==> src/rtl/sap1_pkg.sv <==
// Shared types for the SAP-1 control sequencer: opcodes, T-state encoding
// and the packed control word.
package sap1_pkg;

  localparam int OPC_W = 4;
  localparam int NUM_T = 6;

  typedef enum logic [OPC_W-1:0] {
    OP_LDA = 4'b0000,
    OP_ADD = 4'b0001,
    OP_SUB = 4'b0010,
    OP_OUT = 4'b1110,
    OP_HLT = 4'b1111
  } opcode_e;

  typedef enum logic [NUM_T-1:0] {
    T1 = 6'b000001,
    T2 = 6'b000010,
    T3 = 6'b000100,
    T4 = 6'b001000,
    T5 = 6'b010000,
    T6 = 6'b100000
  } tstate_e;

  typedef struct packed {
    logic pc_inc;
    logic pc_en;
    logic mar_load;
    logic ram_en;
    logic ir_load;
    logic ir_en;
    logic a_load;
    logic a_en;
    logic alu_sub;
    logic alu_en;
    logic b_load;
    logic out_load;
  } ctrl_word_t;

endpackage

==> src/rtl/sap1_ring_counter.sv <==
// Six-state one-hot T-state ring; rotates one position per cycle when adv is high.
module sap1_ring_counter
  import sap1_pkg::*;
(
  input  logic             clk,
  input  logic             reset,
  input  logic             adv,
  output logic [NUM_T-1:0] t_state
);

  tstate_e state, state_next;

  always_ff @(posedge clk) begin
    if (reset) state <= T1;
    else       state <= state_next;
  end

  // Any non-one-hot value (e.g. after an upset) falls back to T1.
  always_comb begin
    state_next = state;
    if (adv) begin
      case (state)
        T1:      state_next = T2;
        T2:      state_next = T3;
        T3:      state_next = T4;
        T4:      state_next = T5;
        T5:      state_next = T6;
        T6:      state_next = T1;
        default: state_next = T1;
      endcase
    end
  end

  assign t_state = state;

endmodule

==> src/rtl/sap1_control_sequencer.sv <==
// SAP-1 control unit: T-state ring plus (t_state, opcode) decode into the bus
// control word, with run/step advance and a sticky halt.
module sap1_control_sequencer
  import sap1_pkg::*;
(
  input  logic             clk,
  input  logic             reset,
  input  logic             run,
  input  logic             step,
  input  logic [OPC_W-1:0] opcode,
  output logic [NUM_T-1:0] t_state,
  output logic             pc_inc,
  output logic             pc_en,
  output logic             mar_load,
  output logic             ram_en,
  output logic             ir_load,
  output logic             ir_en,
  output logic             a_load,
  output logic             a_en,
  output logic             alu_sub,
  output logic             alu_en,
  output logic             b_load,
  output logic             out_load,
  output logic             halted
);

  logic       adv;
  logic       halt_now;
  logic       ring_adv;
  ctrl_word_t ctrl;

  // Gating with reset keeps the control word clear during the reset cycle.
  assign adv      = (run | step) & ~halted & ~reset;
  assign halt_now = adv && (t_state == T4) && (opcode == OP_HLT);
  assign ring_adv = adv & ~halt_now;

  sap1_ring_counter u_ring (
    .clk     (clk),
    .reset   (reset),
    .adv     (ring_adv),
    .t_state (t_state)
  );

  always_ff @(posedge clk) begin
    if (reset)         halted <= 1'b0;
    else if (halt_now) halted <= 1'b1;
  end

  always_comb begin
    ctrl = '0;
    if (adv) begin
      case (t_state)
        T1: begin
          ctrl.pc_en    = 1'b1;
          ctrl.mar_load = 1'b1;
        end
        T2: ctrl.pc_inc = 1'b1;
        T3: begin
          ctrl.ram_en  = 1'b1;
          ctrl.ir_load = 1'b1;
        end
        T4: begin
          case (opcode)
            OP_LDA, OP_ADD, OP_SUB: begin
              ctrl.ir_en    = 1'b1;
              ctrl.mar_load = 1'b1;
            end
            OP_OUT: begin
              ctrl.a_en     = 1'b1;
              ctrl.out_load = 1'b1;
            end
            default: ;
          endcase
        end
        T5: begin
          case (opcode)
            OP_LDA: begin
              ctrl.ram_en = 1'b1;
              ctrl.a_load = 1'b1;
            end
            OP_ADD, OP_SUB: begin
              ctrl.ram_en  = 1'b1;
              ctrl.b_load  = 1'b1;
              ctrl.alu_sub = (opcode == OP_SUB);
            end
            default: ;
          endcase
        end
        T6: begin
          if (opcode == OP_ADD || opcode == OP_SUB) begin
            ctrl.alu_en  = 1'b1;
            ctrl.a_load  = 1'b1;
            ctrl.alu_sub = (opcode == OP_SUB);
          end
        end
        default: ;
      endcase
    end
  end

  assign pc_inc   = ctrl.pc_inc;
  assign pc_en    = ctrl.pc_en;
  assign mar_load = ctrl.mar_load;
  assign ram_en   = ctrl.ram_en;
  assign ir_load  = ctrl.ir_load;
  assign ir_en    = ctrl.ir_en;
  assign a_load   = ctrl.a_load;
  assign a_en     = ctrl.a_en;
  assign alu_sub  = ctrl.alu_sub;
  assign alu_en   = ctrl.alu_en;
  assign b_load   = ctrl.b_load;
  assign out_load = ctrl.out_load;

endmodule

==> config.mk <==
export PLATFORM = sky130hd
export DESIGN_NAME = sap1_control_sequencer
export DESIGN_NICKNAME = d
export VERILOG_FILES = /design/src/rtl/sap1_pkg.sv /design/src/rtl/sap1_ring_counter.sv /design/src/rtl/sap1_control_sequencer.sv
export SDC_FILE = /design/constraint.sdc
export NUM_CORES = 1
export LEC_CHECK = 0
export BUFFER_PORTS_ARGS = -buffer_cell sky130_fd_sc_hd__clkbuf_2
export CAP_MARGIN = 20
export CORE_AREA = 2 2 39 41
export CTS_BUF_LIST = sky130_fd_sc_hd__clkbuf_16
export CTS_CLUSTER_SIZE = 20
export DETAILED_ROUTE_END_ITERATION = 10
export DIE_AREA = 0 0 41 43
export GPL_TIMING_DRIVEN = 0
export HOLD_SLACK_MARGIN = 0.03
export PLACE_DENSITY_LB_ADDON = 0.08
export SLEW_MARGIN = 10
export SYNTH_ARGS = -nofsm -noshare
export SYNTH_HDL_FRONTEND = slang
export SYNTH_SLANG_ARGS = --single-unit
==> constraint.sdc <==
create_clock -name clk -period 3.3 [get_ports clk]
set_input_delay 0.495 -clock clk [delete_from_list [all_inputs] [get_ports clk]]
set_output_delay 0.495 -clock clk [all_outputs]
set_load 0.01 [all_outputs]
==> flow_metrics.env, run 1 <==
export IMPL_fin_crit_ns=2.43
export IMPL_synth_top_family_by_area="simple AND/OR/NAND/NOR gates"
export IMPL_critPathKind="register to output pin"
export IMPL_synth_mux_area_share_pct=0
export IMPL_fin_util_pct=57.8
export IMPL_critPathCaptureType="output pin"
export IMPL_tns_ns=0
export IMPL_maxSlewHeadroom_pct=53.7
export IMPL_synthSimpleGateAreaFrac_pct=40.2
export IMPL_slew_violations=0
export IMPL_fmaxAchievable_mhz=412
export IMPL_fp_row_count=14
export IMPL_root_buffer="clkbuf_16"
export IMPL_antenna_found_initial=0
export IMPL_cp_arrival_ns=1.93
export IMPL_final_setup_skew_ns=0.00183
export IMPL_final_common_cell="clkbuf_2"
export IMPL_rsz0062_at_grt="false"
export IMPL_synth_cell_types=30
export IMPL_numCtsBuffers=3
export IMPL_setup_violations=0
export IMPL_final_layout_size_suffix_gt1_share_pct=35.2
export IMPL_hpwl_um=1100
export IMPL_cp_required_ns=2.80
export IMPL_clockBufferDepth=2
export IMPL_start_kind="register"
export IMPL_cts_tree="yes"
export IMPL_synthAdderAreaFrac_pct=0
export IMPL_yosysWarnings=0
export IMPL_clk_latency_ns=0.23
export IMPL_cts_sinks=7
export IMPL_postRouteAntennaNets=0
export IMPL_syn_nets=87
export IMPL_ioPinCount=27
export IMPL_clk_pin_slew_ns=0.04
export IMPL_h_tree_depth=1
export IMPL_wirelength_um=1470
export IMPL_layout_common_cells="25 x clkbuf_2, 12 x nor2_1, 8 x nand2_1, 8 x nand3_1, 7 x dfxtp_1"
export IMPL_hold_path_class="register to register"
export IMPL_finalNetCount=117
export IMPL_die_area_um2=1760
export IMPL_cts_hold_buf=0
export IMPL_total_leakage_power_nw=0.325
export IMPL_die_w_um=41
export IMPL_post_cts_setup_buffers=0
export IMPL_syn2layout_area_growth_pct=38.9
export IMPL_dr_pass1_iters=4
export IMPL_postSynthRegisterBits=7
export IMPL_num_vias=695
export IMPL_initial_core_util_pct=41.6
export IMPL_synth_xor_area_share_pct=1.52
export IMPL_avgSynthCellArea_um2=7.29
export IMPL_grt_overflow_total=0
export IMPL_yosysTopAreaCell="dfxtp_1"
export IMPL_core_area_um2=1380
export IMPL_grt_usage_pct=18.0
export IMPL_worst_pin_slew_ns=0.690
export IMPL_synth_cells=79
export IMPL_worst_path_max_fanout=10
export IMPL_grt_pass1_wl_um=2140
export IMPL_place_gp_congestion=0.760
export IMPL_seq_area_frac_synth_pct=24.3
export IMPL_ir_worst_vdd_mv=0.157
export IMPL_cap_violations=0
export IMPL_die_y_um=43
export IMPL_diodes=0
export IMPL_multi_input_area_um2=394
export IMPL_fill_cells=119
export IMPL_synth_top_cell_area_share_pct=24.3
export IMPL_synth_compound_area_share_pct=26.7
export IMPL_synthTopCellsByArea="dfxtp_1 24%, nor2_1 7.8%, nand3_1 7.0%"
export IMPL_drt_iter0_drc=17
export IMPL_drc_errors=0
export IMPL_detail_route_wl_per_cell_um=11.9
export IMPL_syn_cell_area_um2=576
export IMPL_regArea_um2=140
export IMPL_hold_viol=0
export IMPL_grt_max_degree=11
export IMPL_grt_pass1_vias=532
export IMPL_outcome="finished clean"
export IMPL_power_density_nw_per_um2=465
export IMPL_cts_resized=0
export IMPL_port_buffers=25
export IMPL_post_route_period_util_pct=73.5
export IMPL_avgViaCountPerCell=5.60
## area by class of cell
class	instances	area share [%]
multi-input combinational	65	49.3
sequential	7	17.5
timing repair buffer	25	15.6
clock buffer	3	9.39
buffer	6	4.69
tap	16	2.50
clock inverter	1	0.469
inverter	1	0.469
## stage by stage
step | power [mW] | hold slack, ns | cell area [µm²] | worst slack (ns) | cells
floorplan | 0.148 | 0.537 | 576 | 1.14 | 79
global placement | 0.169 | 0.519 | 721 | 0.947 | 120
detailed placement | 0.169 | 0.527 | 721 | 0.934 | 120
CTS | 0.373 | 0.532 | 800 | 0.850 | 124
global route | 0.385 | 0.551 | 800 | 0.728 | 124
finish | 0.371 | 0.530 | 800 | 0.873 | 124
## power breakdown
| part | switching (mW) | leakage [nW] | internal, mW | total [mW] |
|---|---|---|---|---|
| sequential | 0.00279 | 0.0571 | 0.0895 | 0.0923 |
| clock | 0.0457 | 0.0423 | 0.158 | 0.203 |
| combinational | 0.0447 | 0.226 | 0.0312 | 0.0759 |
| total | 0.0932 | 0.325 | 0.278 | 0.371 |
## registers in the layout (all words and copies together), names as in the netlist
| register | cells |
|---|---|
| halted | 1 |
| u_ring.t_state | 6 |
## worst max-delay path: stages, from the launching register on
cell and delay [ns]:
dfxtp_1 0.32, o21ba_2 0.23, clkbuf_1 0.33, nand2_1 0.27, nor3_1 0.29, buf_4 0.15, clkbuf_2 0.12
## cells in the mapped netlist (all sizes together)
master / instances
nor2: 12
nand3: 9
nand2: 8
dfxtp: 7
a21oi: 6
buf: 4
nand4: 4
nor2b: 4
a211oi: 2
clkbuf: 2
nor3: 2
o211ai: 2
o21ai: 2
o21ba: 2
a2111oi: 1
a21o: 1
a31o: 1
a31oi: 1
a41oi: 1
and4: 1
inv: 1
nor3b: 1
nor4: 1
nor4b: 1
o2111ai: 1
o21bai: 1
xor2: 1
## logic make-up (layout without fill, tap and decap cells)
| kind of cell | after synthesis | in the layout |
|---|---|---|
| simple gates | 43 | 43 |
| buf+inv | 7 | 36 |
| compound gates | 21 | 21 |
| flops | 7 | 7 |
| xor+xnor | 1 | 1 |
## worst paths after layout
kind,slack [ns],cells after the start,to,start
hold reg to reg,0.53,2,u_ring.t_state[5],u_ring.t_state[5]
setup reg to reg,1.79,4,u_ring.t_state[0],u_ring.t_state[1]
setup / recovery,0.87,6,out_load,halted
hold / removal,0.53,2,u_ring.t_state[5],u_ring.t_state[5]
## layer usage
layer	up-vias	wire length [µm]	GRT usage (%)
li1	353	-	-
met5	-	0	0
met2	27	635	23.4
met1	311	703	24.4
met3	4	94	3.66
met4	0	40	14.0
(Power assumes the default switching activity.)
==> run 2: changes to the inputs <==
Settings changed: CORE_AREA 2 2 39 41 to default, CORE_UTILIZATION from default to 40, DIE_AREA 0 0 41 43 to default.
Clock period 3.3 ns to 2.1 ns, I/O delays scaled along.
==> run 2 against run 1 <==
Highest routed layer is now met3. Critical endpoint is now a_load. Design area up 3.3%. Setup slack got worse by 0.80 ns. Final cell count is 1.6% lower. Sequential cell count unchanged. Sequential power increased by 61%.
==> flow_metrics.env, run 2 (synthesis results as in run 1) <==
export IMPL_outcome="finished clean"
export IMPL_clk_pin_slew_ns=0.04
export IMPL_largest_register_ffs=6
export IMPL_clk_latency_ns=0.23
export IMPL_total_leakage_power_nw=0.333
export IMPL_hpwl_um=1160
export IMPL_path_cells="buf_6, nor4_4, nand3_2, a2111oi_2, buf_2"
export IMPL_cts_sinks=7
export IMPL_rr_worst_depth=5
export IMPL_hold_path_startpoint="reset"
export IMPL_rsz0062_at_grt="true"
export IMPL_fin_crit_ns=2.03
export IMPL_die_area_um2=1590
export IMPL_final_setup_skew_ns=0.00137
export IMPL_layoutNonFillerInstCount=122
export IMPL_grt_max_degree=11
export IMPL_ir_worst_vdd_mv=0.406
export IMPL_place_gp_congestion=0.789
export IMPL_maxSlewHeadroom_pct=70.0
export IMPL_worst_pin_slew_ns=0.449
export IMPL_r2r_start="u_ring.t_state[1]"
export IMPL_detail_route_wl_per_cell_um=12.9
export IMPL_fp_row_count=13
export IMPL_clockBufferDepth=2
export IMPL_fin_util_pct=62.7
export IMPL_power_density_nw_per_um2=721
export IMPL_final_common_cell="clkbuf_2"
export IMPL_die_w_um=39.9
export IMPL_crit_slowest_cell="nor4_4"
export IMPL_diodes=0
export IMPL_timing_reg2reg_setup_slack_ns=0.61
export IMPL_setup_violations=0
export IMPL_die_y_um=39.9
export IMPL_cts_tree="yes"
export IMPL_hold_viol=0
export IMPL_post_route_period_util_pct=96.5
export IMPL_grt_usage_pct=20.7
export IMPL_cp_arrival_ns=1.71
export IMPL_worst_path_max_fanout=9
export IMPL_critPathKind="register to output pin"
export IMPL_fmaxAchievable_mhz=494
export IMPL_slew_violations=0
export IMPL_syn2layout_area_growth_pct=43.5
export IMPL_final_layout_size_suffix_gt1_share_pct=43.0
export IMPL_dr_pass1_iters=4
export IMPL_regArea_um2=143
export IMPL_postRouteAntennaNets=0
export IMPL_grt_pass1_vias=478
export IMPL_num_vias=681
export IMPL_numCtsBuffers=3
export IMPL_cap_violations=0
export IMPL_dp_cells=119
export IMPL_cp_required_ns=1.78
export IMPL_ioPinCount=27
export IMPL_tns_ns=0
export IMPL_wirelength_um=1580
export IMPL_finalNetCount=116
export IMPL_whs_path_depth=2
export IMPL_initial_core_util_pct=43.7
export IMPL_hold_path_class="primary input to register"
export IMPL_drc_errors=0
export IMPL_antenna_found_initial=0
export IMPL_cts_hold_buf=0
export IMPL_avgViaCountPerCell=5.58
export IMPL_drt_iter0_drc=6
export IMPL_start_kind="register"
export IMPL_fill_cells=117
export IMPL_grt_overflow_total=0
export IMPL_multi_input_area_um2=415
export IMPL_root_buffer="clkbuf_16"
export IMPL_r2r_end="u_ring.t_state[0]"
export IMPL_port_buffers=25
export IMPL_critPathCaptureType="output pin"
export IMPL_max_stage_delay_ns=0.38
export IMPL_h_tree_depth=1
export IMPL_min_to="u_ring.t_state[1]"
export IMPL_core_area_um2=1320
export IMPL_layout_common_cells="24 x clkbuf_2, 12 x nor2_1, 8 x nand2_1, 8 x nand3_1, 6 x a21oi_1"
export IMPL_grt_pass1_wl_um=2190
run 2: changes by cell type in the layout (fill, tap and decap cells not counted), sizes merged:
cell,before,now
clkbuf,30,27
buf,4,6
run 2: area by class of cell:
cell class                 instances  share of cell area [%]
inverter                           1                   0.455
sequential                         7                    17.3
multi-input combinational         65                    50.3
clock buffer                       3                    9.09
timing repair buffer              26                    16.1
clock inverter                     1                   0.455
tap                               15                    2.27
buffer                             4                    4.09
run 2: worst max path at each step:
stage                                 start        to  slack (ns)
after floorplan                      halted  out_load        0.17
final                     u_ring.t_state[1]    a_load        0.07
after global placement                 step  out_load        0.11
after detailed placement             halted  out_load        0.09
after global routing      u_ring.t_state[1]    a_load       -0.02
after CTS                 u_ring.t_state[1]  out_load        0.03
run 2: critical path: cells and delay by family, from the launching register on:
family	cells	cell delay, ns
simple gates	2	0.49
compound gates	1	0.36
flops	1	0.31
buf+inv	2	0.32
run 2: timing repair:
action,CTS,global route
hold endpoints to repair,0,0
pin swaps,1,1
endpoints found under the setup margin,4,5
resized for setup,1,8
cloned,0,0
buffers inserted,1,0
run 2: metrics by stage:
stage / area (µm²) / hold WS [ns] / power, mW / setup WS (ns)
after detailed placement: 719 / 0.532 / 0.268 / 0.0904
after CTS: 808 / 0.446 / 0.595 / 0.0271
after global routing: 826 / 0.472 / 0.622 / -0.0179
final: 826 / 0.450 / 0.595 / 0.0739
after global placement: 719 / 0.502 / 0.265 / 0.113
after floorplan: 576 / 0.537 / 0.232 / 0.170
run 2: per-layer routing:
metal	vias up	wire, µm	share of wire [%]	track usage, %
met5	-	0	0	0
met4	0	0	0	5.17
met3	0	75	4.8	5.56
met2	24	706	45	30.6
met1	307	795	50	29.2
li1	350	-	-	-
run 2: power by group:
group          switching, mW  leakage (nW)  internal [mW]  total [mW]
logic                 0.0736         0.233         0.0520       0.126
clock network         0.0733        0.0423          0.248       0.321
registers            0.00746        0.0579          0.141       0.149
==> run 3: changes to the inputs <==
Settings changed: REMOVE_ABC_BUFFERS from default to 1.
==> run 3 against run 2 <==
First-iteration DRC count up 33%. Largest cell class unchanged. Wire length down 8.6%. Largest power group unchanged. Setup slack worse by 0.023 ns. Non-clock buffer count down 2. Clock skew down 0.0011 ns. Critical endpoint unchanged. Clock-buffer cell count unchanged. Sequential power up 8%. Final cell count down 1.6%. Utilization down 2.5 points. Via count down 2.8%.
==> flow_metrics.env, run 3 (synthesis results as in run 1) <==
export IMPL_fin_ws_ns=0.0507
export IMPL_pre_cts_ws_ns=0.140
export IMPL_die_y_um=39.9
export IMPL_final_common_cell="clkbuf_2"
export IMPL_hold_path_class="primary input to register"
export IMPL_worst_path_max_fanout=10
export IMPL_fill_cells=131
export IMPL_grt_usage_pct=20.2
export IMPL_numCtsBuffers=3
export IMPL_critPathCaptureType="output pin"
export IMPL_fp_row_count=13
export IMPL_cp_arrival_ns=1.73
export IMPL_grt_max_degree=11
export IMPL_start_kind="register"
export IMPL_postRouteAntennaNets=0
export IMPL_final_setup_skew_ns=0.000230
export IMPL_final_layout_size_suffix_gt1_share_pct=39.0
export IMPL_worst_pin_slew_ns=0.450
export IMPL_dr_pass1_iters=4
export IMPL_avgViaCountPerCell=5.52
export IMPL_fmaxAchievable_mhz=488
export IMPL_post_route_period_util_pct=97.6
export IMPL_grt_pass1_vias=519
export IMPL_grt_pass1_wl_um=2180
export IMPL_maxSlewHeadroom_pct=69.9
export IMPL_outcome="finished clean"
export IMPL_ir_worst_vdd_mv=0.480
export IMPL_root_buffer="clkbuf_16"
export IMPL_drc_errors=0
export IMPL_wirelength_um=1440
export IMPL_tns_ns=0
export IMPL_layout_common_cells="26 x clkbuf_2, 12 x nor2_1, 8 x nand2_1, 8 x nand3_1"
export IMPL_cp_required_ns=1.78
export IMPL_power_density_nw_per_um2=731
export IMPL_cap_violations=0
export IMPL_critPathKind="register to output pin"
export IMPL_largest_register_ffs=6
export IMPL_hold_viol=0
export IMPL_num_vias=662
export IMPL_cts_sinks=7
export IMPL_initial_core_util_pct=43.7
export IMPL_diodes=0
export IMPL_port_buffers=26
export IMPL_whs_ns=0.373
export IMPL_drt_iter0_drc=8
export IMPL_die_area_um2=1590
export IMPL_clk_pin_slew_ns=0.04
export IMPL_finalNetCount=114
export IMPL_hpwl_um=1050
export IMPL_rsz0062_at_grt="true"
export IMPL_power_mw=0.580
export IMPL_syn2layout_area_growth_pct=37.8
export IMPL_core_area_um2=1320
export IMPL_cts_tree="yes"
export IMPL_h_tree_depth=1
export IMPL_clk_latency_ns=0.23
export IMPL_clockBufferDepth=2
export IMPL_detail_route_wl_per_cell_um=12.0
export IMPL_place_gp_congestion=0.795
export IMPL_ioPinCount=27
export IMPL_total_leakage_power_nw=0.321
export IMPL_die_w_um=39.9
export IMPL_slew_violations=0
export IMPL_setup_violations=0
export IMPL_antenna_found_initial=0
export IMPL_fin_crit_ns=2.05
export IMPL_grt_overflow_total=0
run 3: repair_timing:
item | 4_1_cts | 5_1_grt
setup buffers | 2 | 0
gates resized for setup | 0 | 3
pin swaps | 1 | 0
endpoints found under the hold margin | 0 | 0
endpoints found under the setup margin | 3 | 6
hold buffers | 0 | 0
run 3: metrics by stage:
| step | instance area (µm²) | cells | util (%) |
|---|---|---|---|
| after floorplan | 538 | 73 | - |
| after global placement | 687 | 114 | 52.1 |
| after detailed placement | 687 | 114 | 52.1 |
| after CTS | 781 | 120 | 59.3 |
| after global routing | 793 | 120 | 60.2 |
| final | 793 | 120 | 60.2 |
run 3: critical path, stage by stage, from the launching register on:
cell and delay [ns]:
dfxtp_1 0.42, nor4b_2 0.41, o211ai_1 0.16, a2111oi_2 0.32, clkbuf_2 0.19
run 3: final timing paths:
check | startpoint | to | slack (ns) | cells past startpoint
setup / recovery | u_ring.t_state[0] | a_load | 0.05 | 4
hold / removal | reset | u_ring.t_state[2] | 0.37 | 2
setup reg to reg | u_ring.t_state[0] | u_ring.t_state[0] | 0.69 | 5
hold reg to reg | halted | halted | 0.53 | 2
run 3: cell type report:
type | instances | area [µm²] | share of cell area [%]
multi-input combinational | 65 | 405 | 51.1
timing repair buffer | 28 | 145 | 18.3
sequential | 7 | 141 | 17.8
clock buffer | 3 | 75.1 | 9.46
tap | 15 | 18.8 | 2.37
clock inverter | 1 | 3.75 | 0.473
inverter | 1 | 3.75 | 0.473
run 3: report_power, final:
| part | total [mW] | switching (mW) | internal (mW) |
|---|---|---|---|
| registers | 0.161 | 0.0199 | 0.141 |
| logic | 0.103 | 0.0566 | 0.0464 |
| clock network | 0.316 | 0.0686 | 0.247 |
| total | 0.580 | 0.145 | 0.435 |
run 3: per-layer routing:
layer | GRT usage [%] | part of all wire [%]
met1 | 26.3 | 46
met2 | 34.3 | 49
met3 | 6.67 | 4.3
met4 | 0 | 0
met5 | 0 | 0
